<file path="config.mk">
export PLATFORM = sky130hd
export DESIGN_NAME = ece429_srec_loader
export DESIGN_NICKNAME = d
export VERILOG_FILES = /design/src/rtl/ece429_srec_loader.sv
export SDC_FILE = /design/constraint.sdc
export NUM_CORES = 1
export LEC_CHECK = 0
export BUFFER_PORTS_ARGS = -buffer_cell sky130_fd_sc_hd__buf_2
export CORE_ASPECT_RATIO = 1.4
export CORE_MARGIN = 4
export CORE_UTILIZATION = 55
export DETAILED_ROUTE_END_ITERATION = 7
export GPL_ROUTABILITY_DRIVEN = 0
export GPL_TIMING_DRIVEN = 0
export PLACE_DENSITY = 0.76
export SLEW_MARGIN = 15
export SYNTH_ARGS = -nofsm -noshare
export SYNTH_HDL_FRONTEND = slang
export SYNTH_SLANG_ARGS = --single-unit
</file>
<file path="constraint.sdc">
create_clock -name clock -period 2.7 [get_ports clock]
set_input_delay 0.675 -clock clock [delete_from_list [all_inputs] [get_ports clock]]
set_output_delay 0.675 -clock clock [all_outputs]
set_load 0.02 [all_outputs]
</file>
<file path="src/rtl/ece429_srec_loader.sv">
// rtl/ece429_srec_loader.sv - binary S-record style loader: parses framed byte stream into word writes.
// Optional checksum comparison enabled by defining ECE429_LOADER_CHKSUM_EN.
module ece429_srec_loader (
    input  logic        clock,
    input  logic        resetn,
    input  logic [7:0]  rx_data,
    input  logic        rx_valid,
    output logic        rx_ready,
    output logic        stall,
    output logic [31:0] parse_addr,
    output logic [31:0] parse_data,
    output logic [1:0]  parse_access_size,
    output logic [31:0] max_fetch_addr,
    output logic [31:0] start_addr,
    output logic        done,
    output logic        err
);

    typedef enum logic [2:0] {
        S_TYPE = 3'd0,
        S_LEN  = 3'd1,
        S_ADDR = 3'd2,
        S_DATA = 3'd3,
        S_CSUM = 3'd4,
        S_DONE = 3'd5,
        S_ERR  = 3'd6
    } state_t;

    localparam logic [7:0] TYPE_DATA = 8'h01;
    localparam logic [7:0] TYPE_END  = 8'h09;

    state_t      state_q, state_d;
    logic        is_end_q, is_end_d;
    logic [7:0]  len_q, len_d;
    logic [7:0]  cnt_q, cnt_d;
    logic [7:0]  sum_q, sum_d;
    logic [23:0] asm_q, asm_d;
    logic [31:0] rec_addr_q, rec_addr_d;
    logic [31:0] word_addr_q, word_addr_d;
    logic [31:0] parse_addr_q, parse_addr_d;
    logic [31:0] parse_data_q, parse_data_d;
    logic [31:0] max_q, max_d;
    logic [31:0] start_q, start_d;

    logic        xfer;
    logic        csum_ok;
    logic [31:0] addr_full;

    assign xfer      = rx_valid && rx_ready;
    assign addr_full = {rec_addr_q[23:0], rx_data};

`ifdef ECE429_LOADER_CHKSUM_EN
    assign csum_ok = (rx_data == ~sum_q);
`else
    assign csum_ok = 1'b1;
`endif

    always_ff @(posedge clock) begin
        if (!resetn) begin
            state_q      <= S_TYPE;
            is_end_q     <= 1'b0;
            len_q        <= 8'd0;
            cnt_q        <= 8'd0;
            sum_q        <= 8'd0;
            asm_q        <= 24'd0;
            rec_addr_q   <= 32'd0;
            word_addr_q  <= 32'd0;
            parse_addr_q <= 32'd0;
            parse_data_q <= 32'd0;
            max_q        <= 32'd0;
            start_q      <= 32'd0;
        end else begin
            state_q      <= state_d;
            is_end_q     <= is_end_d;
            len_q        <= len_d;
            cnt_q        <= cnt_d;
            sum_q        <= sum_d;
            asm_q        <= asm_d;
            rec_addr_q   <= rec_addr_d;
            word_addr_q  <= word_addr_d;
            parse_addr_q <= parse_addr_d;
            parse_data_q <= parse_data_d;
            max_q        <= max_d;
            start_q      <= start_d;
        end
    end

    always_comb begin
        state_d      = state_q;
        is_end_d     = is_end_q;
        len_d        = len_q;
        cnt_d        = cnt_q;
        sum_d        = sum_q;
        asm_d        = asm_q;
        rec_addr_d   = rec_addr_q;
        word_addr_d  = word_addr_q;
        parse_addr_d = parse_addr_q;
        parse_data_d = parse_data_q;
        max_d        = max_q;
        start_d      = start_q;
        if (xfer) begin
            case (state_q)
                S_TYPE: begin
                    sum_d = 8'd0;
                    cnt_d = 8'd0;
                    if (rx_data == TYPE_DATA) begin
                        is_end_d = 1'b0;
                        state_d  = S_LEN;
                    end else if (rx_data == TYPE_END) begin
                        is_end_d = 1'b1;
                        state_d  = S_LEN;
                    end else begin
                        state_d = S_ERR;
                    end
                end
                S_LEN: begin
                    len_d = rx_data;
                    sum_d = rx_data;
                    cnt_d = 8'd0;
                    if (is_end_q ? (rx_data != 8'd0)
                                 : ((rx_data == 8'd0) || (rx_data[1:0] != 2'b00))) begin
                        state_d = S_ERR;
                    end else begin
                        state_d = S_ADDR;
                    end
                end
                S_ADDR: begin
                    rec_addr_d = addr_full;
                    sum_d      = sum_q + rx_data;
                    if (cnt_q == 8'd3) begin
                        cnt_d = 8'd0;
                        if (rx_data[1:0] != 2'b00) begin
                            state_d = S_ERR;
                        end else begin
                            word_addr_d = addr_full;
                            state_d     = is_end_q ? S_CSUM : S_DATA;
                        end
                    end else begin
                        cnt_d = cnt_q + 8'd1;
                    end
                end
                S_DATA: begin
                    asm_d = {asm_q[15:0], rx_data};
                    sum_d = sum_q + rx_data;
                    // Fourth byte of a word: publish it and advance the write pointer.
                    if (cnt_q[1:0] == 2'b11) begin
                        parse_data_d = {asm_q, rx_data};
                        parse_addr_d = word_addr_q;
                        word_addr_d  = word_addr_q + 32'd4;
                        if (word_addr_q > max_q) begin
                            max_d = word_addr_q;
                        end
                    end
                    if (cnt_q == (len_q - 8'd1)) begin
                        cnt_d   = 8'd0;
                        state_d = S_CSUM;
                    end else begin
                        cnt_d = cnt_q + 8'd1;
                    end
                end
                S_CSUM: begin
                    if (!csum_ok) begin
                        state_d = S_ERR;
                    end else if (is_end_q) begin
                        start_d = rec_addr_q;
                        state_d = S_DONE;
                    end else begin
                        state_d = S_TYPE;
                    end
                end
                default: begin
                    state_d = state_q;
                end
            endcase
        end
    end

    always_comb begin
        rx_ready = 1'b0;
        stall    = 1'b1;
        done     = 1'b0;
        err      = 1'b0;
        case (state_q)
            S_TYPE, S_LEN, S_ADDR, S_DATA, S_CSUM: rx_ready = 1'b1;
            S_DONE: begin
                stall = 1'b0;
                done  = 1'b1;
            end
            S_ERR:   err = 1'b1;
            default: rx_ready = 1'b0;
        endcase
    end

    assign parse_addr        = parse_addr_q;
    assign parse_data        = parse_data_q;
    assign parse_access_size = 2'b00;
    assign max_fetch_addr    = max_q;
    assign start_addr        = start_q;

endmodule

</file>
; After elaboration in Yosys (flattened, before gate mapping)
; Cells that the tools add are included.
[word_totals]
register_bits = 236
in_bits = 11
out_inout_bits = 134
elab_cells = 75
[classes]
n_addsub = 3
n_lt_le_gt_ge = 1
eq_ne = 15
muxes = 23
n_reduce_logical = 22
[op_table]
columns = operator, n
row1 = $mux 32, 3
row2 = $pmux 32 s2, 1
row3 = $add 32x3->32 const B, 1
row4 = $gt 32x32->1, 1
row5 = $mux 3, 8
row6 = $pmux 8 s3, 1
row7 = $mux 8, 2
row8 = $pmux 3 s5, 1
row9 = $eq 3x3->1 const B, 3
row10 = $reduce_and 3->1, 3
row11 = $add 8x1->8 const B, 1
row12 = $eq 8x1->1 const B, 1
row13 = $eq 8x2->1 const B, 1
row14 = $eq 8x4->1 const B, 1
row15 = $eq 8x8->1, 1
row16 = $logic_not 8->1, 1
row17 = $ne 2x2->1 const B, 4
row18 = $reduce_and 2->1, 4
row19 = $reduce_and 4->1, 2
row20 = $reduce_bool 8->1, 1
row21 = $sub 8x1->8 const B, 1
row22 = $mux 1, 7
row23 = $eq 3x2->1 const B, 2
row24 = $reduce_bool 2->1, 3
row25 = other kinds (10), 10

; Logic depth before layout (Yosys ltp)
[depth]
word_depth = 5
ltp_mapped = 10
mapped_depth_nobuf = 9

; Least setup slack after synthesis
; OpenSTA, ideal clock, no wires.
[synth_path]
kind = reg-to-reg
from = reg max_q[1], in the netlist max_fetch_addr[1]
to = reg max_q[10], in the netlist max_fetch_addr[10]
setup_ns = 0.072
arrival_time_ns = 2.378
required_ns = 2.628
setup_slack_ns = 0.251
stages_incl_launch_ff = 11
n_path_buf = 1
period_less_slack_ns = 2.449
path_cell_list = dfxtp_1 inv_1 ha_1 nor2b_1 o211ai_1 a21oi_1 a2111oi_0 o31ai_1 a31oi_2 buf_2 mux2i_1
[synth_via]
elab_chain_cells = 2
[synth_lines]
columns = item, line
row1 = "start, declared", 42  ; logic [31:0] max_q, max_d;
row2 = "start signal, assigned", 83  ; max_q <= max_d;
row3 = $gt 32x32->1, 150  ; if (word_addr_q > max_q) begin
row4 = $reduce_and 4->1 (no source line), --
; Every way passes these cells.
; A chain may end at the register's enable or synchronous reset.

; Worst setup path after layout
[layout_path]
from = reg cnt_q[0]
to = reg word_addr_q[20]
[layout_via]
elab_chain_cells = 3
word_cells_on_any_way = 5
classes_between = 4 x eq/ne / 1 x reduce/logical
[layout_lines]
columns = item, line
row1 = "start, declared", 35  ; logic [7:0] cnt_q, cnt_d;
row2 = "start signal, assigned", 76  ; cnt_q <= cnt_d;
row3 = $eq 8x2->1 / $eq 2x2->1 (equally long branches), "130, 146"
row4 = $ne 2x2->1 (no source line), --
row5 = $reduce_and 5->1 (no source line) (*), --
row6 = "end signal, assigned", 80  ; word_addr_q <= word_addr_d;
row7 = "end, declared", 39  ; logic [31:0] word_addr_q, word_addr_d;
; Every way passes the cells marked *; elsewhere a longest branch is shown, timed or not.

==> impl_metrics.yaml <==
final_layout:
  drive_gt1_frac: 0.146
  fillCellCount: 1673
  final_cell_area_mm2: 0.0124
  area_delta_synth_final_pct: 17.4
  final_common_cell: "nand2_1"
  nets: 1583
  seqCellArea_mm2: 0.00473
  multiInputGateArea_mm2: 0.00529
  final_cell_mix: "nand2_1 (419), dfxtp_1 (233), a21oi_1 (212)"
floorplan:
  die_w_um: 125
  chipHeight_um: 172
  io_pins: 145
  core_mm2: 0.0188
  start_util: 0.562
  std_cell_rows: 59
  die_area_mm2: 0.0215
route:
  post_drt_wl_per_cell_um: 17.0
  num_vias: 10200
  wirelength_um: 30600
  drt_first_pass_iters: 8
  drtIter0Drc: 780
  drcViolationCount: 0
  via_per_inst: 5.66
  ant_nets: 0
sta:
  layout_min_cycle_time_ns: 2.56
  worstMarginPinSlew_ns: 0.751
  finalSetupViolations: 0
  slew_viol_final: 0
  hold_viol: 0
  setup_ws_ns: 0.136
  slew_headroom: 0.500
  skew_ns: 0.0106
  setup_tns_ns: 0
  fin_crit_sh: 0.950
  rsz0062_at_grt: "false"
  max_freq_mhz: 390
critical_path:
  critPathMaxStageDelay_ns: 0.48
  rrSetupSlack_ns: 0.14
  cp_num_buf_inv: 1
  critPathArrivalTime_ns: 2.94
  cp.required_ns: 3.07
  rr_worst_depth: 9
  r2r_end: "word_addr_q[20]"
  r2r-start: "cnt_q[0]"
  crit_fanout: 10
  path_cells: "ha_4 > or4b_4 > nor4_4 > a22oi_2 > nor2_4 > clkbuf_4 > o21ai_0 > a22oi_1 > nor2_1"
  end_kind: "register"
  start_kind: "register"
  cpLargestDelayFamily: "simple AND/OR/NAND/NOR gates"
  path_class: "reg -> reg"
  cp_slowest_cell: "or4b_4"
worst_hold_path:
  hold_depth: 2
  hold_class: "reg -> reg"
  min_from: "parse_addr[7]"
  whs_endpoint: "parse_addr[7]"
clock_network:
  ctsLongestPathBuffers: 3
  cts.sinks: 236
  cts.hold.buffers_added: 0
  cts_tree: "built"
  cts_root_buffer: "clkbuf_16"
  htree_levels: 1
  clkLatencyLatePin_ns: 0.51
  path_clk_slew_ns: 0.07
  cts_made_buffers: 23
logic_synthesis:
  synth_top_family_by_area: "simple AND/OR/NAND/NOR gates"
  ys_types: 64
  synth_edf_count: 0
  synth.top_cells.by_area: "dfxtp_1 (45%), nand2_1 (15%), a21oi_1 (10%)"
  yosys_warnings: 0
  ys_ff_latch: 236
  yosysSeqAreaShare: 0.448
  synth-xor-area-share: 0.00997
  synth_fa_ha_area_frac: 0.0415
  synthArstFlopShare: 0
  ys.flop_type: "dfxtp_1"
  synth-compound-area-share: 0.169
  synthMuxAreaShare: 0.0381
  synth_top_area_frac: 0.448
  avgSynthCellArea_um2: 7.68
  synthSimpleGateAreaFrac: 0.237
  syn_area_mm2: 0.0105
  syn_inst: 1372
  synth_largest_area_cell: "dfxtp_1"
placed_design:
  dp_slack_ns: -0.370
  dpl_cell_area_mm2: 0.0115
  portBuffers: 137
  dp_hpwl_um: 22300
global_routing:
  grt_pass1_wl_um: 48700
  gr-total-overflow: 0
  antenna_found_initial: 1
  grt_pass1_vias: 9693
  grt_util_all_layers: 0.273
  grt_max_degree: 15
power:
  ir_drop_uv: 497
  powerDensity_mw_per_mm2: 564
  p_leak_nw: 4.92
job:
  maxCapViolations: 0
outcome:
  status: "complete, no violations"
-- power breakdown --
part | total [W] | leakage, nW | internal, W | switching [W]
clock network | 0.00314 | 0.365 | 0.00180 | 0.00134
registers | 0.00352 | 1.90 | 0.00350 | 0.0000194
logic | 0.000319 | 2.65 | 0.0000805 | 0.000239
total | 0.00698 | 4.92 | 0.00538 | 0.00160
-- metrics by stage --
step / hold WS (ns) / power [W] / cells / utilization
after global placement: 0.439 / 0.00390 / 1754 / 0.615
after floorplan: 0.432 / 0.00380 / 1373 / -
after detailed placement: 0.444 / 0.00390 / 1754 / 0.615
after global routing: 0.466 / 0.00718 / 1798 / 0.660
after CTS: 0.452 / 0.00700 / 1799 / 0.657
final: 0.449 / 0.00698 / 1798 / 0.660
-- state kept, by name (all words and copies together) (netlist names) --
register and flops:
asm_q 24, cnt_q 8, is_end_q 1, len_q 8
max_fetch_addr 32, parse_addr 32, parse_data 32, rec_addr_q 32
start_addr 32, state_q 3, word_addr_q 32
-- how the worst max path moves through the flow --
stage	startpoint	cells past startpoint	to	slack, ns
after detailed placement	max_fetch_addr[1]	10	max_fetch_addr[3]	-0.37
after CTS	max_fetch_addr[1]	11	max_fetch_addr[3]	0.004
after global placement	max_fetch_addr[1]	10	max_fetch_addr[27]	-0.35
after floorplan	max_fetch_addr[1]	10	max_fetch_addr[10]	0.25
final	cnt_q[0]	9	word_addr_q[20]	0.14
after global routing	max_fetch_addr[14]	10	max_fetch_addr[3]	0.008
-- cells in the mapped netlist (all sizes together) (3+ instances only) --
| master | instances |
|---|---|
| and4 | 4 |
| nor4 | 9 |
| nand2 | 419 |
| nand2b | 4 |
| o21ai | 35 |
| nor2b | 5 |
| and3 | 11 |
| xnor2 | 6 |
| nand3 | 29 |
| mux2i | 39 |
| nor2 | 65 |
| nor3 | 15 |
| dfxtp | 236 |
| and2 | 6 |
| clkbuf | 77 |
| o211ai | 5 |
| buf | 25 |
| o22ai | 7 |
| o221a | 3 |
| a31oi | 7 |
| o31ai | 3 |
| a22oi | 6 |
| a21o | 5 |
| xor2 | 6 |
| ha | 35 |
| inv | 42 |
| nand4 | 14 |
| a21oi | 212 |
| a211oi | 13 |
-- worst register-to-register path: stages (launching register included) --
cell,delay [ns]
dfxtp_2,0.41
ha_4,0.20
or4b_4,0.48
nor4_4,0.38
a22oi_2,0.13
nor2_4,0.22
clkbuf_4,0.27
o21ai_0,0.11
a22oi_1,0.17
nor2_1,0.06
-- layout make-up --
type                            count  area share
Sequential cell                   236       0.382
Inverter                           42      0.0127
Buffer                            100      0.0360
Antenna cell                        1    0.000202
Tap cell                          244      0.0247
Clock buffer                       34      0.0539
Timing Repair Buffer              141      0.0578
Clock inverter                      7     0.00516
Multi-Input combinational cell    993       0.427
-- per-layer routing --
metal  part of all wire  global-route usage
met4              0.053               0.121
met3              0.074              0.0441
met2               0.48               0.489
met1               0.39               0.323
met5                  0                   0
-- cells by family after synthesis --
group,count (synthesis)
and+or+nand+nor,591
AOI/OAI and AO/OA,313
DFF,236
buffers and inverters,144
muxes,40
adders and majority gates,35
xor gates and xnor gates,12
other,1
-- repair_timing --
action | CTS | global route
gates resized for setup | 8 | 17
endpoints found under the setup margin | 50 | 86
endpoints found under the hold margin | 0 | 0
setup buffers | 4 | 0
pin swaps | 2 | 1
No activity file was read; power rests on OpenSTA's default activity.
